## config.mk

```make
export PLATFORM = sky130hd
export DESIGN_NAME = grid_cell_sched
export DESIGN_NICKNAME = d
export VERILOG_FILES = /design/src/rtl/grid_pkg.sv /design/src/rtl/grid_idx_div.sv /design/src/rtl/grid_cell_sched.sv
export SDC_FILE = /design/constraint.sdc
export NUM_CORES = 1
export LEC_CHECK = 0
export ABC_CLOCK_PERIOD_IN_PS = 10500
export BUFFER_PORTS_ARGS = -buffer_cell sky130_fd_sc_hd__buf_2
export CAP_MARGIN = 40
export CORE_MARGIN = 1
export CORE_UTILIZATION = 30
export DETAILED_ROUTE_END_ITERATION = 6
export GPL_ROUTABILITY_DRIVEN = 1
export PLACE_DENSITY_LB_ADDON = 0.08
export SLEW_MARGIN = 10
export SYNTH_ARGS = -nofsm -noshare
export SYNTH_HDL_FRONTEND = slang
export SYNTH_SLANG_ARGS = --single-unit
export TNS_END_PERCENT = 50
```

## constraint.sdc

```tcl
create_clock -name clk -period 10.5 [get_ports clk]
set_input_delay 0.525 -clock clk [delete_from_list [all_inputs] [get_ports clk]]
set_output_delay 0.525 -clock clk [all_outputs]
set_load 0.05 [all_outputs]
```

## src/rtl/grid_pkg.sv

```systemverilog
// Shared geometry and state encoding for the cell-grid write scheduler.
package grid_pkg;
    localparam int ROWS  = 90;
    localparam int COLS  = 120;
    localparam int ROW_W = $clog2(ROWS);
    localparam int COL_W = $clog2(COLS);
    localparam int CELLS = ROWS * COLS;

    typedef enum logic [1:0] {
        S_IDLE,
        S_DIV,
        S_WRITE,
        S_CLEAR
    } sched_state_t;
endpackage

```

## src/rtl/grid_idx_div.sv

```systemverilog
// Sequential restoring divider: linear cell index -> (row, col), one quotient bit per cycle.
module grid_idx_div #(
    parameter int ROWS  = 90,
    parameter int COLS  = 120,
    parameter int IDX_W = 16
) (
    input  logic                     clk,
    input  logic                     rst,
    input  logic                     start,
    input  logic [IDX_W-1:0]         idx,
    output logic                     done,
    output logic [$clog2(ROWS)-1:0]  row,
    output logic [$clog2(COLS)-1:0]  col
);
    localparam int RB = $clog2(ROWS);
    localparam int CB = $clog2(COLS);
    localparam int W  = IDX_W + RB;

    logic [W-1:0]  rem;
    logic [W-1:0]  rem_nxt;
    logic [W-1:0]  divisor;
    logic [RB-1:0] q;
    logic [RB-1:0] q_nxt;
    logic [RB-1:0] k;
    logic          busy;
    logic          fits;

    // The final step is exposed combinationally so the caller can register
    // the result on the same edge that completes the division.
    always_comb begin
        divisor = W'(COLS) << k;
        fits    = (rem >= divisor);
        rem_nxt = fits ? (rem - divisor) : rem;
        q_nxt   = q;
        if (fits) q_nxt[k] = 1'b1;
        done    = busy && (k == '0);
        row     = q_nxt;
        col     = rem_nxt[CB-1:0];
    end

    always_ff @(posedge clk) begin
        if (rst) begin
            busy <= 1'b0;
        end else if (start) begin
            rem  <= W'(idx);
            q    <= '0;
            k    <= RB'(RB - 1);
            busy <= 1'b1;
        end else if (busy) begin
            rem <= rem_nxt;
            q   <= q_nxt;
            k   <= k - 1'b1;
            if (k == '0) busy <= 1'b0;
        end
    end
endmodule

```

## src/rtl/grid_cell_sched.sv

```systemverilog
// Round-robin write scheduler for the cell grid: converts linear indices via
// the divider, issues single-cycle writes, and runs full-grid clear sweeps.
module grid_cell_sched #(
    parameter int ROWS  = 90,
    parameter int COLS  = 120,
    parameter int IDX_W = 16
) (
    input  logic                     clk,
    input  logic                     rst,
    input  logic [1:0]               req_valid,
    output logic [1:0]               req_ready,
    input  logic [IDX_W-1:0]         req_idx0,
    input  logic [IDX_W-1:0]         req_idx1,
    input  logic                     req_val0,
    input  logic                     req_val1,
    input  logic                     clear_req,
    output logic                     clear_busy,
    output logic                     wr_en,
    output logic [$clog2(ROWS)-1:0]  wr_row,
    output logic [$clog2(COLS)-1:0]  wr_col,
    output logic                     wr_val,
    output logic                     err
);
    import grid_pkg::*;

    localparam int ROW_BITS = $clog2(ROWS);
    localparam int COL_BITS = $clog2(COLS);
    localparam int NCELLS   = ROWS * COLS;

    sched_state_t        state;
    logic                last;
    logic                grant;
    logic                accept;
    logic                in_range;
    logic                clear_pend;
    logic                start_clear;
    logic [IDX_W-1:0]    sel_idx;
    logic                sel_val;
    logic                val_q;
    logic                div_start;
    logic                div_done;
    logic [ROW_BITS-1:0] div_row;
    logic [COL_BITS-1:0] div_col;

    always_comb begin
        grant = (req_valid == 2'b11) ? ~last : req_valid[1];
        sel_idx = grant ? req_idx1 : req_idx0;
        sel_val = grant ? req_val1 : req_val0;
        in_range = ({1'b0, sel_idx} < (IDX_W + 1)'(NCELLS));
        // clear_busy doubles as the pending flag while outside the sweep
        clear_pend = clear_busy && (state != S_CLEAR);
        start_clear = clear_req || clear_pend;
        accept = !rst && (state == S_IDLE) && !start_clear && (req_valid != 2'b00);
        div_start = accept && in_range;
        req_ready = 2'b00;
        if (accept) req_ready[grant] = 1'b1;
    end

    grid_idx_div #(
        .ROWS  (ROWS),
        .COLS  (COLS),
        .IDX_W (IDX_W)
    ) u_div (
        .clk   (clk),
        .rst   (rst),
        .start (div_start),
        .idx   (sel_idx),
        .done  (div_done),
        .row   (div_row),
        .col   (div_col)
    );

    always_ff @(posedge clk) begin
        if (rst) begin
            state      <= S_IDLE;
            last       <= 1'b1;
            wr_en      <= 1'b0;
            wr_row     <= '0;
            wr_col     <= '0;
            wr_val     <= 1'b0;
            err        <= 1'b0;
            clear_busy <= 1'b0;
            val_q      <= 1'b0;
        end else begin
            wr_en <= 1'b0;
            err   <= 1'b0;
            if (clear_req && state != S_CLEAR) clear_busy <= 1'b1;
            case (state)
                S_IDLE, S_WRITE: begin
                    if (start_clear) begin
                        state  <= S_CLEAR;
                        wr_en  <= 1'b1;
                        wr_row <= '0;
                        wr_col <= '0;
                        wr_val <= 1'b0;
                    end else if (accept) begin
                        last  <= grant;
                        val_q <= sel_val;
                        // out-of-range requests skip the divider and reuse WRITE
                        // as a one-cycle dead slot with no strobe
                        if (in_range) begin
                            state <= S_DIV;
                        end else begin
                            err   <= 1'b1;
                            state <= S_WRITE;
                        end
                    end else begin
                        state <= S_IDLE;
                    end
                end
                S_DIV: begin
                    if (div_done) begin
                        state  <= S_WRITE;
                        wr_en  <= 1'b1;
                        wr_row <= div_row;
                        wr_col <= div_col;
                        wr_val <= val_q;
                    end
                end
                S_CLEAR: begin
                    if (wr_row == ROW_BITS'(ROWS - 1) && wr_col == COL_BITS'(COLS - 1)) begin
                        state      <= S_IDLE;
                        clear_busy <= 1'b0;
                    end else begin
                        wr_en <= 1'b1;
                        if (wr_col == COL_BITS'(COLS - 1)) begin
                            wr_col <= '0;
                            wr_row <= wr_row + 1'b1;
                        end else begin
                            wr_col <= wr_col + 1'b1;
                        end
                    end
                end
                default: state <= S_IDLE;
            endcase
        end
    end
endmodule
```

==> results.py <==
metrics = {
    "finish": {
        "synthToLayoutAreaGrowth_pct": 18.3,
        "fill_cells": 1417,
        "seqCellArea_sq_um": 1570,
        "diodes": 0,
        "multiInputGateArea_sq_um": 2360,
        "design_area_sq_um": 4820,
        "layout-drive-gt1-share_pct": 17.8,
        "utilization_pct": 36.4,
        "final_nets": 568,
    },
    "routing": {
        "wire_per_inst_microns": 15.9,
        "num_vias": 3508,
        "routed_wl_mm": 10.9,
        "drc": 0,
        "avgViaCountPerCell": 5.11,
        "drt_iter0_drc": 182,
        "ant_nets": 0,
        "dr.pass1.iters": 4,
    },
    "synthesis": {
        "ys_types": 63,
        "muxShareOfSynthArea_pct": 6.11,
        "synth_compound_area_share_pct": 17.9,
        "synth_simple_gate_area_share_pct": 22.2,
        "async_flop_share_pct": 0,
        "syn_inst": 453,
        "post_synth_xor_area_fraction_pct": 4.08,
        "synth_top_family_by_area": "simple AND/OR/NAND/NOR gates",
        "syn_area_per_cell_sq_um": 9.00,
        "synth.net_count": 516,
        "syn-cell-area_sq_um": 4080,
        "ys.flop_type": "edfxtp_1",
        "synth_edf_count": 37,
        "yosys_warnings": 0,
        "ys_seq_area_share_pct": 38.6,
        "yosys.area_share.adder_pct": 7.37,
        "ys_ff_latch": 60,
    },
    "placed_design": {
        "dpl-instance-area_sq_um": 4520,
        "dp.final_hpwl_mm": 8.21,
        "gp_congestion": 0.809,
        "portBuffers": 58,
        "pre_cts_ws_ps": 6240,
    },
    "critical_path": {
        "path_buf_inv": 0,
        "critical-path-max-stage-delay_ps": 790,
        "cp_cell_sequence": "nor4b_1 -> nor2b_1 -> a21oi_1 -> ha_1 -> and3_1 -> nand3_1 -> o31a_1 -> o21ai_2 -> a31o_1 -> nand2_1 -> o22ai_1",
        "reg2regPathDepth": 11,
        "path_class": "reg -> reg",
        "path_depth": 11,
        "slowest_stage": "nor4b_1",
        "cp-end-kind": "flop",
        "cp-start-kind": "flop",
        "crit_arrival_ps": 4390,
        "crit_fanout": 14,
        "cp_top_family": "simple AND/OR/NAND/NOR gates",
        "worstPathRequired_ps": 10660,
    },
    "clock_tree": {
        "clock-sinks": 60,
        "numCtsBuffers": 9,
        "clk_path_buf_depth": 2,
        "cts_setup_buffers": 0,
        "cts_tree": "yes",
        "root_buffer": "clkbuf_16",
        "clock_latency_ps": 330,
        "clkTransAtPathRegs_ps": 50,
        "cts_resized": 0,
        "holdBufCountCts": 0,
        "cts.htree.levels": 3,
    },
    "power_and_ir_drop": {
        "p_leak_nw": 1.86,
        "power_density_nw_per_um2": 132,
        "vdd_drop_max_uv": 69.8,
        "power_mw": 0.636,
    },
    "outcome": {
        "outcome": "finished, final reports clean",
    },
    "timing": {
        "worst_slew_pin_slew_ps": 894,
        "min_period_over_period_pct": 40.3,
        "hold_viol": 0,
        "rsz0062_at_grt": "false",
        "max_freq_ghz": 0.236,
        "fin_tns_setup_ps": 0,
        "setup_ws_ps": 6270,
        "fin_crit_ps": 4230,
        "maxSlewViolCount": 0,
        "timing.slew.headroom_pct": 39.5,
        "setup_viol": 0,
        "final.setup_skew_ps": 10.0,
    },
    "grt": {
        "antenna_found_initial": 0,
        "grt_max_degree": 25,
        "grt_usage_pct": 16.1,
        "grt_pass1_wl_mm": 17.6,
        "grt_pass1_vias": 3452,
        "grt-ovfl-total": 0,
    },
    "floorplan": {
        "core_sq_um": 13200,
        "num_rows": 42,
        "num_io_pins": 59,
        "initial_core_util_pct": 30.8,
        "die_area_sq_um": 14100,
        "fp.dieW_microns": 119,
        "die_y_microns": 119,
    },
    "worst_hold_path": {
        "hp-class": "in -> reg",
        "whs_path_depth": 3,
    },
    "run": {
        "maxCapViolations": 0,
    },
}
-- tightest hold or removal path, cell delays in order --
cell     delay [ps]
buf_2           110
nand2_1          50
a21oi_1          60
-- cells in the final DEF (no fill, tap or decap), types with 8 or more instances in the layout --
cell / Yosys / final
buf_2: 5 / 58
nor2_1: 56 / 56
nand2_1: 41 / 41
edfxtp_1: 37 / 37
a21oi_1: 27 / 27
ha_1: 24 / 24
dfxtp_1: 23 / 23
o21ai_0: 22 / 21
mux2i_1: 20 / 20
nor3_1: 17 / 17
inv_1: 12 / 12
clkbuf_16: 0 / 11
xor2_1: 10 / 10
nor2b_1: 10 / 10
a31oi_1: 10 / 10
xnor2_1: 9 / 9
nand3_1: 9 / 9
nor3b_1: 9 / 9
o22ai_1: 8 / 8
-- kinds of logic (layout without fill, tap and decap cells) --
family | Yosys count | count (layout)
buffers and inverters | 34 | 91
AND/OR/NAND/NOR | 182 | 182
XOR/XNOR | 19 | 19
adder cells (fa/ha/maj) | 24 | 24
AO/OA/AOI/OAI | 110 | 110
multiplexers | 24 | 24
flip-flops | 60 | 60
-- per-stage QoR --
| stage | cells | hold WS (ps) |
|---|---|---|
| 2_1_floorplan | 453 | 431 |
| 3_3_place_gp | 669 | 477 |
| 3_5_place_dp | 670 | 481 |
| 4_1_cts | 686 | 449 |
| 5_1_grt | 686 | 458 |
| 6_report | 686 | 462 |
-- state kept, by name, summed over array words and instances, names as in the netlist --
register,flops
clear_busy,1
err,1
last,1
state,2
u_div.busy,1
u_div.k,7
u_div.q,7
u_div.rem,23
val_q,1
wr_col,7
wr_en,1
wr_row,7
wr_val,1
-- layer usage --
| layer | global-route usage (%) | share of wire (%) | vias up | wire [microns] |
|---|---|---|---|---|
| li1 | - | - | 1787 | - |
| met1 | 21.1 | 49 | 1640 | 5330 |
| met4 | 4.75 | 1.1 | 0 | 118 |
| met2 | 27.0 | 47 | 70 | 5100 |
| met3 | 2.90 | 3.2 | 11 | 346 |
| met5 | 0 | 0 | - | 0 |
-- cells in the mapped netlist (8+ instances only) --
cell,n,share of area [%]
nor2_1,56,5.2
nand2_1,41,3.8
edfxtp_1,37,27
a21oi_1,27,3.3
ha_1,24,7.4
dfxtp_1,23,11
o21ai_0,22,2.7
mux2i_1,20,4.9
nor3_1,17,2.1
clkbuf_1,12,1.1
inv_1,12,1.1
a31oi_1,10,1.5
nor2b_1,10,1.5
xor2_1,10,2.1
nand3_1,9,1.1
nor3b_1,9,1.7
xnor2_1,9,1.9
o22ai_1,8,1.2
-- path summary, 6_finish.rpt --
path | slack [ps] | from | to
setup reg to reg | 6270 | u_div.k[4]$_SDFFCE_PP0P_ | u_div.rem[12]$_DFFE_PP_
setup / recovery | 6270 | u_div.k[4]$_SDFFCE_PP0P_ | u_div.rem[12]$_DFFE_PP_
hold / removal | 460 | clear_req | clear_busy$_SDFF_PP0_
hold reg to reg | 500 | val_q$_SDFFE_PP0P_ | wr_val$_SDFFE_PP0P_
-- where the power goes --
part | total [mW] | switching [mW] | internal [mW]
logic | 0.0750 | 0.0465 | 0.0285
clock network | 0.295 | 0.107 | 0.188
registers | 0.265 | 0.00995 | 0.255
total | 0.636 | 0.164 | 0.472
-- cell type report --
class / instances / share of cell area (%)
inverter: 13 / 1.01
timing repair buffer: 62 / 6.72
sequential: 60 / 32.6
tap: 176 / 4.57
clock buffer: 13 / 5.86
multi-input combinational: 359 / 48.9
clock inverter: 3 / 0.337
Power figures use the tool's default switching activity.
